### src/rtl/comb_sweep_pkg.sv
// Shared definitions for the combinational truth-table sweeper: FSM encoding,
// vector geometry and the last-vector test.
package comb_sweep_pkg;

    localparam int VEC_W       = 4;
    localparam int NUM_VECTORS = 16;

    typedef enum logic [1:0] {
        IDLE  = 2'd0,
        SWEEP = 2'd1,
        DONE  = 2'd2
    } state_t;

    function automatic logic is_last_vec(input logic [VEC_W-1:0] idx);
        return (idx == VEC_W'(NUM_VECTORS - 1));
    endfunction

endpackage

### src/rtl/comb_sweep_capture_hold.sv
// Hold timer: counts cycles a DCBA vector has been applied and flags the
// sampling cycle (count = HOLD_CYCLES-1).
module sweep_hold_timer #(
    parameter int HOLD_CYCLES = 1
) (
    input  logic clk,
    input  logic rst,
    input  logic clear,
    input  logic enable,
    output logic tick
);

    localparam logic [3:0] LAST_COUNT = 4'(HOLD_CYCLES - 1);

    logic [3:0] r_count;

    // Hold counter: wraps to zero on the sampling cycle so the next vector gets a full hold.
    always_ff @(posedge clk or posedge rst) begin
        if (rst) begin
            r_count <= 4'h0;
        end else if (clear) begin
            r_count <= 4'h0;
        end else if (enable) begin
            if (tick) begin
                r_count <= 4'h0;
            end else begin
                r_count <= r_count + 4'h1;
            end
        end
    end

    assign tick = (r_count == LAST_COUNT);

endmodule

### src/rtl/comb_sweep_capture.sv
// Sweeps DCBA through 0..15 and captures Y of a 4-input combinational function
// into a truth table. Optional ones counter enabled by COMB_SWEEP_ONES_COUNT_EN.
module comb_sweep_capture
    import comb_sweep_pkg::*;
#(
    parameter int HOLD_CYCLES = 1
) (
    input  logic        clk,
    input  logic        rst,
    input  logic        start,
    input  logic        y_in,
    output logic [3:0]  dcba_out,
    output logic [15:0] truth_out,
    output logic        busy,
    output logic        done
`ifdef COMB_SWEEP_ONES_COUNT_EN
    ,
    output logic [4:0]  ones_cnt
`endif
);

    state_t             r_state;
    state_t             w_next_state;
    logic [VEC_W-1:0]   r_index;
    logic [15:0]        r_truth;
    logic               w_tick;
    logic               w_accept;
    logic               w_sample;
    logic               w_in_sweep;

    assign w_in_sweep = (r_state == SWEEP);
    assign w_accept   = (r_state == IDLE) && start;
    assign w_sample   = w_in_sweep && w_tick;

    sweep_hold_timer #(
        .HOLD_CYCLES (HOLD_CYCLES)
    ) u_hold (
        .clk    (clk),
        .rst    (rst),
        .clear  (!w_in_sweep),
        .enable (w_in_sweep),
        .tick   (w_tick)
    );

    // FSM state register.
    always_ff @(posedge clk or posedge rst) begin
        if (rst) begin
            r_state <= IDLE;
        end else begin
            r_state <= w_next_state;
        end
    end

    // FSM next-state logic; start is only looked at in IDLE.
    always_comb begin
        w_next_state = r_state;
        case (r_state)
            IDLE: begin
                if (start) begin
                    w_next_state = SWEEP;
                end else begin
                    w_next_state = IDLE;
                end
            end
            SWEEP: begin
                if (w_sample && is_last_vec(r_index)) begin
                    w_next_state = DONE;
                end else begin
                    w_next_state = SWEEP;
                end
            end
            DONE:    w_next_state = IDLE;
            default: w_next_state = IDLE;
        endcase
    end

    // Vector index and truth-table capture; index parks on 15 rather than wrapping.
    always_ff @(posedge clk or posedge rst) begin
        if (rst) begin
            r_index <= 4'h0;
            r_truth <= 16'h0000;
        end else if (w_accept) begin
            r_index <= 4'h0;
            r_truth <= 16'h0000;
        end else if (w_sample) begin
            r_truth[r_index] <= y_in;
            if (!is_last_vec(r_index)) begin
                r_index <= r_index + 4'h1;
            end
        end
    end

`ifdef COMB_SWEEP_ONES_COUNT_EN
    logic [4:0] r_ones;

    // Count of sampled ones; final on the cycle done is high.
    always_ff @(posedge clk or posedge rst) begin
        if (rst) begin
            r_ones <= 5'd0;
        end else if (w_accept) begin
            r_ones <= 5'd0;
        end else if (w_sample && y_in) begin
            r_ones <= r_ones + 5'd1;
        end
    end

    assign ones_cnt = r_ones;
`endif

    assign dcba_out  = w_in_sweep ? r_index : 4'h0;
    assign truth_out = r_truth;
    assign busy      = w_in_sweep;
    assign done      = (r_state == DONE);

endmodule

### config.mk
export PLATFORM = sky130hd
export DESIGN_NAME = comb_sweep_capture
export DESIGN_NICKNAME = d
export VERILOG_FILES = /design/src/rtl/comb_sweep_pkg.sv /design/src/rtl/comb_sweep_capture_hold.sv /design/src/rtl/comb_sweep_capture.sv
export SDC_FILE = /design/constraint.sdc
export NUM_CORES = 1
export LEC_CHECK = 0
export ABC_AREA = 1
export CAP_MARGIN = 25
export CORE_MARGIN = 2
export CORE_UTILIZATION = 56
export CTS_CLUSTER_SIZE = 25
export DETAILED_ROUTE_END_ITERATION = 8
export PLACE_DENSITY = 0.83
export SLEW_MARGIN = 30
export SYNTH_ARGS = -nofsm -noshare
export SYNTH_HDL_FRONTEND = slang
export SYNTH_SLANG_ARGS = --single-unit
### constraint.sdc
create_clock -name clk -period 3.1 [get_ports clk]
set_input_delay 0.62 -clock clk [delete_from_list [all_inputs] [get_ports clk]]
set_output_delay 0.62 -clock clk [all_outputs]
set_load 0.03 [all_outputs]
==> results.md <==
| Metric | Reported |
| --- | --- |
| Fraction of the mapped netlist area in compound gates | 0.003208 |
| Global-route wire length before repair | 5085 µm |
| Leak Pwr | 1.019 nW |
| Area added between synthesis and finish | 18.28% |
| Area taken by multi-input logic gates | 729.5 µm² |
| All-Layer GR Usage | 0.1956 |
| Number of nets produced by synthesis | 226 |
| Largest net degree at the start of global routing | 35 |
| Final Skew | 14.67 ps |
| Vias | 1283 |
| Number of hold violations in the final report | 0 |
| Worst-skew pair later-pin latency | 320 ps |
| Fmax | 0.4191 GHz |
| Pwr per Cell Area | 995.7 mW/mm² |
| IO Pins | 26 |
| Class of the worst hold path | reg2reg |
| H-tree lvl count | 1 |
| Setup crit end kind | output port |
| Data arrival, critical path | 1770 ps |
| Hold buffer count at cts | 0 |
| Clk buf depth | 2 |
| Post-detailed-route DRC marker count | 0 |
| Main combinational cell family by area after synthesis | simple AND/OR/NAND/NOR gates |
| Sequential cell area in the final layout | 650.6 µm² |
| Area of all placed cells without fillers | 0.001846 mm² |
| Synth Area in XOR/XNOR | 0.01123 |
| X dimension of the die | 56.79 µm |
| Antenna fix cells | 0 |
| Gp weighted congestion | 0.8177 |
| YS warnings | 0 |
| Number of buffers created by CTS | 3 |
| Avg WL per Cell | 10.63 µm |
| Area share of and/or/nand/nor cells after synthesis | 0.4050 |
| Max-slew violation count | 0 |
| Starting Density | 0.5757 |
| Worst EP required | 2480 ps |
| Worst Slack Setup Final | 713.9 ps |
| Layout filler cell count | 250 |
| Starting DRT DRC Count | 38 |
| Total setup violations reported at the end of the flow | 0 |
| Total length of routed wires | 2881 µm |
| TNS Setup | 0 ps |
| Crit path launch type | flop |
| Overall power of the completed layout | 0.001838 W |
| Maximum capacitance violations | 0 |
| Synthesis-stage register bit count | 26 |
| Synthesized instance count | 216 |
| Largest vdd supply drop | 0.6570 mV |
| Vias in the first global route | 1188 |
| Number of I/O port buffers | 25 |
| Unrepaired setup endpoints after global routing | false |
| Area share of fa/ha/maj cells after synthesis | 0.04812 |
| Clock slew seen by the registers of the worst setup and hold paths | 130 ps |
| Final worst-path cycle share | 0.7697 |
| Die outline area | 0.003225 mm² |
| Pre-CTS setup slack | 1062 ps |
| Worst slew pin tran | 385.8 ps |
| Number of nets at the end of the flow | 251 |
| Die extent in y | 56.79 µm |
| # clock sinks | 26 |
| Clock root buffer master | sky130_fd_sc_hd__clkbuf_4 |
| DRT antenna net count | 0 |
| Critical path class | reg2out |
| Area of the mapped netlist | 0.001560 mm² |
| Minimum clock period after layout | 2386 ps |
| CTS tree | built |
| Sequential element share of the synthesized area | 0.4170 |
| Worst rel slew slack | 0.7428 |
| Dpl cell area | 0.001793 mm² |
| Placeable core region | 0.002710 mm² |
| Maximum net fanout on the critical path | 7 |
| # resized after CTS | 0 |
| Number of post-CTS setup repair buffers | 0 |
| Portion of netlist area occupied by mux cells | 0 |
| Per-instance average area after synthesis | 7.223 µm² |
| Netlist cell types | 20 |
| Initial antenna violation count | 0 |
| Fraction of final layout cells with drive strength greater than 1 | 0.06667 |
| Via count normalized by instance count | 4.734 |
| Result of the run | finished clean |
| 1st-pass router iterations | 4 |
| Global-route congestion overflow total | 0 |
| DP HPWL | 2017 µm |
| Cell row count | 19 |
==> registers in the layout (all words and copies together) (netlist names) <==
register	flops
r_index	4
r_state	2
truth_out	16
u_hold.r_count	4
==> final timing paths <==
path                                              from                           to  slack, ps  cells after the start
setup reg to reg           u_hold.r_count[0]$_DFF_PP0_         r_state[0]$_DFF_PP0_       1580                      7
max in group asynchronous                          rst    truth_out[15]$_DFFE_PP0P_       2210                      3
hold reg to reg            u_hold.r_count[0]$_DFF_PP0_  u_hold.r_count[0]$_DFF_PP0_        510                      1
hold / removal             u_hold.r_count[0]$_DFF_PP0_  u_hold.r_count[0]$_DFF_PP0_        510                      1
min in group asynchronous                          rst       r_index[2]$_DFFE_PP0P_        640                      3
setup / recovery                  r_state[1]$_DFF_PP0_                  dcba_out[3]        710                      4
==> metal layers <==
| layer | share of wire | up-vias | global-route usage |
|---|---|---|---|
| met4 | 0.0080 | 0 | 0.05316 |
| met2 | 0.47 | 25 | 0.3223 |
| met1 | 0.48 | 567 | 0.2753 |
| li1 | - | 689 | - |
| met5 | 0 | - | 0 |
| met3 | 0.039 | 2 | 0.02074 |
==> cells by family after synthesis <==
group	Yosys count
simple gates	144
buf+inv	37
flops	26
fa+ha+maj	6
xor+xnor	2
compound gates	1
==> power by group <==
group | leakage [nW] | internal (W) | switching (W)
logic | 0.657 | 0.000392 | 0.000674
clock network | 0.0279 | 0.000131 | 0.0000989
registers | 0.334 | 0.000459 | 0.0000835
total | 1.02 | 0.000981 | 0.000857
==> layout by cell type, fill, tap and decap left out, drive strengths merged <==
master         instances
nand2                 92
inv                   31
nor2                  30
dfrtp                 26
clkdlybuf4s50         25
nand3                 19
ha                     6
clkbuf                 3
nand4                  2
o21ai                  1
xnor2                  1
nor3                   1
xor2                   1
bufinv                 1
buf                    1
==> area by class of cell <==
cell class / instances / share of cell area
Multi-Input combinational cell: 153 / 0.3953
Sequential cell: 26 / 0.3525
Timing Repair Buffer: 26 / 0.1397
Inverter: 31 / 0.06305
Tap cell: 31 / 0.02102
Clock inverter: 1 / 0.01627
Clock buffer: 3 / 0.01220
==> synthesized netlist by cell type <==
master	number	share of area
sky130_fd_sc_hd__buf_6	5	0.036
sky130_fd_sc_hd__inv_2	2	0.0048
sky130_fd_sc_hd__nand2_4	2	0.014
sky130_fd_sc_hd__xor2_1	1	0.0056
sky130_fd_sc_hd__ha_1	6	0.048
sky130_fd_sc_hd__nand2_1	88	0.21
sky130_fd_sc_hd__nand3_1	18	0.058
sky130_fd_sc_hd__nor2_4	1	0.0072
sky130_fd_sc_hd__nor2_2	2	0.0080
sky130_fd_sc_hd__inv_1	29	0.070
sky130_fd_sc_hd__nor3_1	1	0.0032
sky130_fd_sc_hd__dfrtp_1	26	0.42
sky130_fd_sc_hd__nand3_4	1	0.011
sky130_fd_sc_hd__nand2_2	2	0.0080
sky130_fd_sc_hd__o21ai_0	1	0.0032
sky130_fd_sc_hd__nor2_1	26	0.063
sky130_fd_sc_hd__nor2_8	1	0.013
sky130_fd_sc_hd__xnor2_1	1	0.0056
sky130_fd_sc_hd__buf_4	1	0.0048
sky130_fd_sc_hd__nand4_1	2	0.0080
==> per-stage QoR <==
step	util	instances	hold WS, ps
CTS	0.6810	271	518.4
floorplan	-	216	450.0
global placement	0.6616	267	477.6
finish	0.6810	271	512.8
global route	0.6810	271	550.2
detailed placement	0.6616	267	498.4
==> worst max-delay path: stages, from the launching register on <==
cell and delay, ps:
sky130_fd_sc_hd__dfrtp_1 440, sky130_fd_sc_hd__inv_2 120, sky130_fd_sc_hd__nand2_4 110, sky130_fd_sc_hd__nor2_1 110
sky130_fd_sc_hd__clkdlybuf4s50_1 680
No activity file was read; power rests on OpenSTA's default activity.
